===== config.mk =====
export PLATFORM = sky130hd
export DESIGN_NAME = fadd_issue_ctrl
export DESIGN_NICKNAME = d
export VERILOG_FILES = /design/src/rtl/fadd_issue_ctrl_pkg.sv /design/src/rtl/fadd_rsp_fifo.sv /design/src/rtl/fadd_issue_ctrl.sv
export SDC_FILE = /design/constraint.sdc
export NUM_CORES = 1
export LEC_CHECK = 0
export ABC_CLOCK_PERIOD_IN_PS = 10600
export BUFFER_PORTS_ARGS = -buffer_cell sky130_fd_sc_hd__clkbuf_2
export CAP_MARGIN = 20
export CELL_PAD_IN_SITES_DETAIL_PLACEMENT = 1
export CELL_PAD_IN_SITES_GLOBAL_PLACEMENT = 1
export CORE_MARGIN = 4
export CORE_UTILIZATION = 52
export DETAILED_ROUTE_END_ITERATION = 10
export PLACE_DENSITY = 0.85
export SLEW_MARGIN = 10
export SYNTH_ARGS = -nofsm -noshare
export SYNTH_HDL_FRONTEND = slang
export SYNTH_SLANG_ARGS = --single-unit

===== constraint.sdc =====
create_clock -name clk -period 10.6 [get_ports clk]
set_input_delay 1.06 -clock clk [delete_from_list [all_inputs] [get_ports clk]]
set_output_delay 1.06 -clock clk [all_outputs]
set_load 0.005 [all_outputs]

===== src/rtl/fadd_issue_ctrl_pkg.sv =====
// fadd_issue_ctrl_pkg
// Shared types and defaults for the float-adder issue controller.
//   token_t : in-flight marker travelling alongside the adder pipeline
//   rsp_t   : buffered result record held in the response FIFO
package fadd_issue_ctrl_pkg;

    // Register stages between the operand register and a valid fa_s sample.
    localparam int FADD_LATENCY = 29;
    localparam int RSP_DEPTH    = 8;
    localparam int PKG_TAG_W    = 4;

    typedef struct packed {
        logic                 valid;
        logic                 src;
        logic [PKG_TAG_W-1:0] tag;
    } token_t;

    typedef struct packed {
        logic [31:0]          data;
        logic                 src;
        logic [PKG_TAG_W-1:0] tag;
    } rsp_t;

endpackage


===== src/rtl/fadd_rsp_fifo.sv =====
// fadd_rsp_fifo
// First-word-fall-through response buffer, DEPTH entries of rsp_t.
// Ports:
//   clk, rst_n       clock, async active-low reset
//   wr_en, wr_data   push (must never occur while full)
//   rd_en            pop request, ignored while empty
//   rd_data          current head entry (valid when !empty)
//   full, empty      occupancy flags
//   count            occupancy, 0..DEPTH
module fadd_rsp_fifo
    import fadd_issue_ctrl_pkg::*;
#(
    parameter int DEPTH = RSP_DEPTH,
    localparam int AW   = $clog2(DEPTH)
) (
    input  logic        clk,
    input  logic        rst_n,
    input  logic        wr_en,
    input  rsp_t        wr_data,
    input  logic        rd_en,
    output rsp_t        rd_data,
    output logic        full,
    output logic        empty,
    output logic [AW:0] count
);

    rsp_t          mem [DEPTH];
    logic [AW-1:0] wr_ptr;
    logic [AW-1:0] rd_ptr;
    logic          do_rd;

    assign do_rd   = rd_en & ~empty;
    assign empty   = (count == '0);
    assign full    = (count == (AW+1)'(DEPTH));
    assign rd_data = mem[rd_ptr];

    always_ff @(posedge clk or negedge rst_n) begin
        if (!rst_n) begin
            wr_ptr <= '0;
            rd_ptr <= '0;
            count  <= '0;
        end else begin
            if (wr_en) wr_ptr <= wr_ptr + 1'b1;
            if (do_rd) rd_ptr <= rd_ptr + 1'b1;
            case ({wr_en, do_rd})
                2'b10:   count <= count + 1'b1;
                2'b01:   count <= count - 1'b1;
                default: count <= count;
            endcase
        end
    end

    // Storage carries no reset; entries are only visible once written.
    always_ff @(posedge clk) begin
        if (wr_en) mem[wr_ptr] <= wr_data;
    end

    a_no_overflow: assert property (@(posedge clk) disable iff (!rst_n) !(wr_en && full));

endmodule


===== src/rtl/fadd_issue_ctrl.sv =====
// fadd_issue_ctrl
// Round-robin issue controller for a fixed-latency float adder that has no
// handshake of its own. A token pipe mirrors the adder pipeline so each sum
// is captured with its requester/tag; a credit count covering in-flight plus
// buffered results keeps the response FIFO from ever overflowing.
// Ports:
//   clk, rst_n                 clock, async active-low reset
//   reqN_valid/ready/a/b/tag   requester N issue handshake (N = 0, 1)
//   fa_a, fa_b                 registered adder operands (0 when idle)
//   fa_s                       adder result, LATENCY edges after fa_a/fa_b
//   rsp_valid/ready            response handshake
//   rsp_data, rsp_src, rsp_tag response payload
//   busy                       any operation in flight or buffered
module fadd_issue_ctrl
    import fadd_issue_ctrl_pkg::*;
#(
    parameter int LATENCY = FADD_LATENCY,
    parameter int DEPTH   = RSP_DEPTH,
    parameter int TAG_W   = PKG_TAG_W
) (
    input  logic             clk,
    input  logic             rst_n,
    input  logic             req0_valid,
    output logic             req0_ready,
    input  logic [31:0]      req0_a,
    input  logic [31:0]      req0_b,
    input  logic [TAG_W-1:0] req0_tag,
    input  logic             req1_valid,
    output logic             req1_ready,
    input  logic [31:0]      req1_a,
    input  logic [31:0]      req1_b,
    input  logic [TAG_W-1:0] req1_tag,
    output logic [31:0]      fa_a,
    output logic [31:0]      fa_b,
    input  logic [31:0]      fa_s,
    output logic             rsp_valid,
    input  logic             rsp_ready,
    output logic [31:0]      rsp_data,
    output logic             rsp_src,
    output logic [TAG_W-1:0] rsp_tag,
    output logic             busy
);

    localparam int CW = $clog2(DEPTH) + 1;

    // Token and response records come from the package at a fixed tag width.
    if (TAG_W != PKG_TAG_W) begin : g_tag_w_check
        $error("fadd_issue_ctrl: TAG_W must equal PKG_TAG_W");
    end

    logic          en;
    logic [CW-1:0] cnt;
    logic          rr_ptr;
    token_t        pipe [LATENCY];

    logic          can_issue;
    logic          grant0;
    logic          grant1;
    logic          issue;
    logic          pop;
    logic          fifo_full;
    logic          fifo_empty;
    logic [CW-1:0] fifo_count;
    rsp_t          fifo_wr;
    rsp_t          fifo_rd;

    // en holds ready low until the first edge after reset release, so ready
    // never asserts while reset is active even if requesters are valid.
    assign can_issue  = en && (cnt < CW'(DEPTH));
    assign grant0     = req0_valid && (!req1_valid || !rr_ptr);
    assign grant1     = req1_valid && (!req0_valid ||  rr_ptr);
    assign req0_ready = can_issue & grant0;
    assign req1_ready = can_issue & grant1;
    assign issue      = req0_ready | req1_ready;
    assign pop        = rsp_valid & rsp_ready;
    assign busy       = (cnt != '0);

    always_ff @(posedge clk or negedge rst_n) begin
        if (!rst_n) begin
            en     <= 1'b0;
            cnt    <= '0;
            rr_ptr <= 1'b0;
            fa_a   <= '0;
            fa_b   <= '0;
            for (int i = 0; i < LATENCY; i++) pipe[i] <= '0;
        end else begin
            en <= 1'b1;
            case ({issue, pop})
                2'b10:   cnt <= cnt + 1'b1;
                2'b01:   cnt <= cnt - 1'b1;
                default: cnt <= cnt;
            endcase
            if (issue) begin
                rr_ptr  <= req0_ready;
                fa_a    <= req0_ready ? req0_a : req1_a;
                fa_b    <= req0_ready ? req0_b : req1_b;
                pipe[0] <= token_t'{valid: 1'b1,
                                    src:   req1_ready,
                                    tag:   req0_ready ? req0_tag : req1_tag};
            end else begin
                fa_a    <= '0;
                fa_b    <= '0;
                pipe[0] <= '0;
            end
            for (int i = 1; i < LATENCY; i++) pipe[i] <= pipe[i-1];
        end
    end

    // The last token lines up with the sum currently on fa_s.
    assign fifo_wr = rsp_t'{data: fa_s,
                            src:  pipe[LATENCY-1].src,
                            tag:  pipe[LATENCY-1].tag};

    fadd_rsp_fifo #(
        .DEPTH (DEPTH)
    ) u_rsp_fifo (
        .clk     (clk),
        .rst_n   (rst_n),
        .wr_en   (pipe[LATENCY-1].valid),
        .wr_data (fifo_wr),
        .rd_en   (rsp_ready),
        .rd_data (fifo_rd),
        .full    (fifo_full),
        .empty   (fifo_empty),
        .count   (fifo_count)
    );

    assign rsp_valid = !fifo_empty;
    assign rsp_data  = fifo_rd.data;
    assign rsp_src   = fifo_rd.src;
    assign rsp_tag   = fifo_rd.tag;

    a_credit_bound: assert property (@(posedge clk) disable iff (!rst_n)
                                     (fifo_count <= cnt) && !(fifo_full && pipe[LATENCY-1].valid));

endmodule


==> results.md, run 1 <==
* Total global routing track utilization at 23.1%
* Setup Slack @ Placement at 6.77 ns
* DIE AREA at 0.0395 sq mm
* I/O pins at 278
* Post-synth EDFFs at 296
* CP max FO at 42
* CP endpoint kind: output port
* Maximum clock path buffer count at 3
* Die height at 199 microns
* Vias in the first global route at 11,271
* Syn nets at 1,162
* Post-detailed-placement half-perimeter wirelength at 28,400 microns
* Nets@finish at 1,470
* Max-slew violation count at 0
* FF-to-FF path depth at 10
* CTS Buf Count at 53
* Critical Path, Cell by Cell: buf_4 > mux4_2 > mux2_2 > clkbuf_2
* Clock share of power at 31.6%
* Cts repair resizes at 0
* Crit path max-delay cell type: dfrtp_4
* Net Switching at 1520 uW
* Ys Warns at 0
* DRC at 0
* Total number of vias at 9,900
* Share of cells above drive strength 1 at 37.4%
* Seq pwr share at 48.3%
* Drt wl/cell at 24.8 microns
* Combinational fraction of design power at 20.1%
* Setup crit start kind: register
* Drt pass-1 iters at 4
* Max Cap Viol at 0
* Sequential area share after synthesis at 80.5%
* Min Tclk post-route at 4.36 ns
* Antenna Nets Post-Route at 0
* Root buffer selected by CTS: clkbuf_16
* Hold Crit Depth at 0
* Status: completed
* Via density at 5.50
* CP peak stage delay at 0.90 ns
* Gpl congestion at 0.889
* Fin crit share at 41.1%
* First DRT Iteration DRCs at 551
* Netlist Area Pre-Place at 0.0189 sq mm
* Hold_buf cts at 0
* Int Power at 4150 uW
* Clock tree from TritonCTS: built
* Peak supply drop at 0.167 mV
* PD cells at 251 mW/mm^2
* Synth Register Bits at 550
* Setup Viol. Count Final at 0
* Clk pin slew, worst setup/hold paths at 0.06 ns
* Critical path class: reg -> out
* Clk sinks at 550
* FP Rows at 69
* Area contributors post-synth: edfxtp_1 47%, dfrtp_1 34%, mux4_2 8.8%
* GR Overflow Total at 0
* Flop-to-flop setup slack at 7.93 ns
* Post-route setup slack at 6.24 ns
* Initial antenna violation count at 6
* Leading area contributor after synthesis: edfxtp_1
* Switch share at 26.8%
* CP required at 9.54 ns
* Hold crit path type: reg -> reg
* Least-Margin Pin Slew at 1.15 ns
* Global-route wire length before repair at 68,300 microns
* Worst skew pair latency at 0.57 ns
* Slew HR at 23.5%
* Avg Cell Area, Syn at 19.3 sq um
* Synth unique cells at 32
* Dominant synthesized flop cell: edfxtp_1
* IO Port Bufs at 277
* Unrepaired setup endpoints after global routing: false
* Asr flop ratio synth at 46.2%
* Initial Util at 53.0%
* Core Area at 0.0357 sq mm
* H-tree Lvls at 2
* Worst clock skew at 0.0291 ns
* Synth-to-layout area growth at 19.3%
* Die Wd at 199 microns
* Setup TNS Final at 0 ns
* Crit path DAT at 3.30 ns
* Total Wirelength at 44,700 microns
* Final hold viol count at 0
* Post-Syn Instances at 981
* Largest net degree at the start of global routing at 94
* Synth top area share at 47.0%
* Post-CTS Setup Inserts at 0
* Fmax at 229 MHz
* Leakage at 0.00940 uW
## critical path: cells and delay by family (launching register included)
family	cells	cell delay, ns
mux	2	0.91
flops	1	0.90
buf+inv	2	0.90
## cells by family (layout without fill, tap and decap cells)
group | after synthesis | count (layout) | share of synthesized area (%)
buffers and inverters | 46 | 398 | 1.28
and+or+nand+nor | 167 | 167 | 3.53
adders and majority gates | 8 | 8 | 0.529
DFF | 550 | 550 | 80.5
xor gates and xnor gates | 14 | 14 | 0.648
muxes | 116 | 116 | 11.3
other | 1 | 6 | 0.0198
AOI/OAI and AO/OA | 79 | 79 | 2.15
## power by group through the flow
| stage | clock [uW] | sequential [uW] | combinational [uW] |
|---|---|---|---|
| 2_1_floorplan | 0 | 2650 | 804 |
| 6_report | 1790 | 2740 | 1140 |
| 3_3_place_gp | 0 | 2760 | 1090 |
| 3_5_place_dp | 0 | 2780 | 1140 |
| 4_1_cts | 1840 | 2750 | 1160 |
| 5_1_grt | 1950 | 2780 | 1240 |
## layout by cell type (no fill, tap or decap), types with 2 or more instances in the layout
cell          n
clkinv_2     10
nor2_1        2
or4_1         2
edfxtp_1    296
nand2b_1      3
nor2b_1       5
ha_1          8
mux4_2       74
buf_4        16
inv_1         4
nand2_1     142
clkbuf_1     14
clkbuf_2    276
clkinvlp_4    3
dfrtp_1     251
xor2_1        9
nor3_2        2
diode_2       5
clkbuf_16    54
dfrtp_2       2
mux2_2       41
nor2_4        6
clkinv_1     10
bufinv_16     3
xnor2_1       5
a21oi_1      73
clkbuf_8      4
## cell type report
type                    count  area [sq um]
diodes                      5          12.5
clock buffers              72          1460
clock inverters            27           216
fillers                  3178         13200
inverters                   5          18.8
multi-input cells         385          3510
flip-flops and latches    550         15300
well taps                 461           577
repair buffers            294          1530
## layer usage
metal	wire, microns	global-route usage [%]	vias to the layer above
met5	31	0	-
met4	1340	7.85	4
met3	3900	7.01	78
met2	23100	39.4	425
met1	16300	28.6	5140
li1	-	-	4253
## path summary, 6_finish.rpt
path                                      start                   to
max in group asynchronous                 rst_n              fa_a[2]
hold / removal                        pipe[131]            pipe[125]
setup / recovery           u_rsp_fifo.rd_ptr[0]          rsp_data[9]
min in group asynchronous                 rst_n           fifo_wr[3]
hold reg to reg                       pipe[131]            pipe[125]
setup reg to reg            u_rsp_fifo.count[0]  u_rsp_fifo.count[2]
## cell usage after synthesis, types with 2 or more instances
master and number:
nand3_1 2, nor3_1 3, a21oi_1 73, nor2b_1 5, or4_1 2, mux2_2 41
buf_2 17, clkbuf_1 16, ha_1 8, dfrtp_1 254, nand2_1 142, xor2_1 9
xnor2_1 5, inv_1 4, nor2_1 8, nand2b_1 3, edfxtp_1 296, buf_6 6
mux4_2 74
## registers in the layout (all words and copies together) (netlist names)
name and flops:
u_rsp_fifo.wr_ptr 3, en 1, rr_ptr 1, u_rsp_fifo.rd_ptr 3, u_rsp_fifo.mem 296, fa_a 32
cnt 4, fifo_wr 5, u_rsp_fifo.count 4, pipe 169, fa_b 32
## per-stage QoR
| step | total power, uW | instance area, sq um | hold WS (ns) | cells | util (%) |
|---|---|---|---|---|---|
| 6_report | 5680 | 22600 | 0.344 | 1799 | 63.2 |
| 5_1_grt | 5970 | 22600 | 0.354 | 1798 | 63.2 |
| 4_1_cts | 5750 | 22600 | 0.348 | 1794 | 63.1 |
| 3_5_place_dp | 3920 | 20900 | 0.336 | 1695 | 58.4 |
| 3_3_place_gp | 3850 | 20900 | 0.332 | 1695 | 58.4 |
| 2_1_floorplan | 3450 | 18900 | 0.331 | 981 | - |
Note: power is estimated with default switching activity, not from simulation.
==> run 2, diff against run 1 <==
ABC_CLOCK_PERIOD_IN_PS = 4100   (was 10600)
CORE_UTILIZATION = 48   (was 52)
PLACE_DENSITY = 0.79   (was 0.85)
clock period = 4.1 ns   (was 10.6 ns; I/O delays follow)
==> run 2 against run 1 <==
Compared with the run above: clock power rose to 2.7 times the previous value; power increased to 2.6 times the previous value; cell count up 3.0%; register-to-register slack got worse by 6.5 ns; worst hold slack worse by 0.30 ns; largest power group unchanged; highest routed layer unchanged; critical path depth unchanged; cell area rose by 0.74%; global-route usage fell by 2.3 points; die area grew 8.0%; critical path type unchanged.
==> results.md, run 2 (synthesized netlist as in run 1, its figures left out) <==
* Max-slew violation count at 0 (unchanged)
* Total Wirelength at 43,500 microns (-2.7%)
* Total number of vias at 9,813 (-0.88%)
* I/O pins at 278 (unchanged)
* Post-Route Utilization at 58.6% (-4.6 points)
* Fin crit share at 78.9%
* GR Overflow Total at 0 (unchanged)
* Final hold viol count at 0 (unchanged)
* Cts repair resizes at 0 (unchanged)
* Max Cap Viol at 0 (unchanged)
* Least-Margin Pin Slew at 0.977 ns (-0.171 ns)
* Reg with most FFs: u_rsp_fifo.mem
* Share of cells above drive strength 1 at 37.5% (+0.18 points)
* Crit path DAT at 2.82 ns (-0.48 ns)
* Drt pass-1 iters at 5 (+1)
* Unrepaired setup endpoints after global routing: false
* Worst clock skew at 0.0228 ns (-0.00632 ns)
* Total global routing track utilization at 20.8% (-2.3 points)
* Clock share of power at 32.2% (+0.6 points)
* Seq pwr share at 47.2% (-1.1 points)
* Most frequent cells in the layout: 296 x edfxtp_1, 276 x clkbuf_2, 251 x dfrtp_1, 142 x nand2_1, 74 x mux4_2
* GR peak layer: met2
* Synth-to-layout area growth at 20.1%
* Clk sinks at 550 (unchanged)
* Hold slack at 0.0478 ns (-0.297 ns)
* Int Power at 10,900 uW (+160%)
* Worst Path Buf+Inv at 2 (unchanged)
* Post-CTS Setup Inserts at 0 (unchanged)
* FP Rows at 72 (+4.3%)
* Commonest non-fill, non-tap cell in the layout: edfxtp_1
* Setup Viol. Count Final at 0 (unchanged)
* Finished layout cell area at 0.0227 sq mm (+0.74%)
* CTS Buf Count at 53 (unchanged)
* Min Tclk post-route at 3.23 ns
* PD cells at 650 mW/mm^2 (+160%)
* Gpl congestion at 0.871 (-2.1%)
* GR Util met3 at 6.41% (-0.61 points)
* Via density at 5.30 (-3.8%)
* CP max FO at 38 (-9.5%)
* Drt wl/cell at 23.5 microns (-5.5%)
* Hold_buf cts at 1 (+1)
* Global-route wire length before repair at 66,200 microns (-3.1%)
* Initial Util at 48.7% (-4.2 points)
* CP endpoint kind: output port
* DIE AREA at 0.0427 sq mm (+8.0%)
* Hold crit path type: in -> reg
* Crit path max-delay cell type: dfrtp_4
* Setup TNS Final at 0 ns (unchanged)
* First DRT Iteration DRCs at 480 (-13%)
* Leakage at 0.00945 uW (+0.53%)
* Met2 Usage GRT at 35.7% (-3.7 points)
* Clk pin slew, worst setup/hold paths at 0.06 ns (about the same)
* Clock tree from TritonCTS: built
* Core Area at 0.0388 sq mm (+8.6%)
* Met1 usage at 25.1% (-3.4 points)
* Regs by FF count: u_rsp_fifo.mem (296), pipe (169)
* Critical Path, Cell by Cell: buf_12 > mux4_2 > mux2_2 > clkbuf_2
* Vias in the first global route at 11,009 (-2.3%)
* Antenna Nets Post-Route at 0 (unchanged)
* DRC at 0 (unchanged)
* Peak supply drop at 0.313 mV (+87%)
* Nets@finish at 1,472 (+0.14%)
* Maximum clock path buffer count at 3 (unchanged)
* Fill count at 3,546 (+12%)
* Setup crit start kind: register
* R2r startpoint: u_rsp_fifo.count[1]
* Switch share at 26.5% (-0.33 points)
* CP peak stage delay at 0.95 ns (+0.05 ns)
* H-tree Lvls at 2 (unchanged)
* Worst skew pair latency at 0.59 ns (+0.02 ns)
* Die height at 207 microns (+3.9%)
* Net Switching at 3920 uW (+160%)
* CP delay by family, top: flip-flops
* Fmax at 309 MHz
* Hold path start: req0_a[19]
* Status: completed
* Start point of the critical path: u_rsp_fifo.rd_ptr[0]
* Max reg flops at 296 (unchanged)
* Initial antenna violation count at 6 (unchanged)
* Largest net degree at the start of global routing at 103 (+9.6%)
* Die Wd at 207 microns (+3.9%)
* IO Port Bufs at 277 (unchanged)
* CP required at 3.69 ns (-5.85 ns)
* Placed instance area at 0.0210 sq mm (+0.68%)
* Combinational fraction of design power at 20.6% (+0.5 points)
* Root buffer selected by CTS: clkbuf_16
* Slew HR at 34.7% (+11 points)
* Post-detailed-placement half-perimeter wirelength at 27,300 microns (-3.9%)
* Critical path class: reg -> out
[run 2: changes by cell type in the layout (fill, tap and decap cells not counted), sizes merged]
cell	change
inv	+2
clkinvlp	-2
clkbuf	-5
buf	+1
diode	-2
bufinv	+2
dlygate4sd3	+1
[run 2: final timing paths]
| check | end | slack [ns] | cells past startpoint |
|---|---|---|---|
| hold / removal | fa_a[19] | 0.05 | 3 |
| setup reg to reg | cnt[2] | 1.46 | 10 |
| max in group asynchronous | fa_a[28] | 2.59 | 3 |
| min in group asynchronous | pipe[10] | 0.45 | 2 |
| setup / recovery | rsp_data[0] | 0.87 | 4 |
| hold reg to reg | pipe[73] | 0.33 | 0 |
[run 2: worst min-delay path: cells and delay by family]
| family | cells | cell delay [ns] |
|---|---|---|
| compound gates | 1 | 0.05 |
| buf+inv | 1 | 0.08 |
| simple gates | 1 | 0.05 |
[run 2: layout make-up]
| class | count | area, sq um | share of cell area, % |
|---|---|---|---|
| Inverter | 5 | 18.8 | 0.0825 |
| Antenna cell | 3 | 7.51 | 0.0330 |
| Timing Repair Buffer | 296 | 1600 | 7.05 |
| Clock buffer | 67 | 1420 | 6.24 |
| Multi-Input combinational cell | 385 | 3510 | 15.4 |
| Sequential cell | 550 | 15300 | 67.1 |
| Clock inverter | 29 | 280 | 1.23 |
| Tap cell | 518 | 648 | 2.85 |
[run 2: through the flow]
stage / setup WS [ns] / std cells / total power (uW)
after floorplan: 0.491 / 981 / 8920
after global placement: 1.47 / 1753 / 10000
after detailed placement: 1.44 / 1753 / 10200
after CTS: 0.756 / 1850 / 15000
after global routing: 0.677 / 1853 / 15500
final: 0.866 / 1853 / 14800
[run 2: metal layers]
metal,up-vias,wire length [microns]
met5,-,41
met4,6,1330
met3,78,3500
met2,366,22700
met1,5115,15900
li1,4248,-
[run 2: power groups by stage]
| stage | Clock (uW) | Combinational (uW) | Sequential (uW) |
|---|---|---|---|
| 2_1_floorplan | 0 | 2080 | 6840 |
| 3_3_place_gp | 0 | 2990 | 7050 |
| 3_5_place_dp | 0 | 3080 | 7100 |
| 4_1_cts | 4900 | 3130 | 7010 |
| 5_1_grt | 5140 | 3320 | 7070 |
| 6_report | 4750 | 3050 | 6990 |
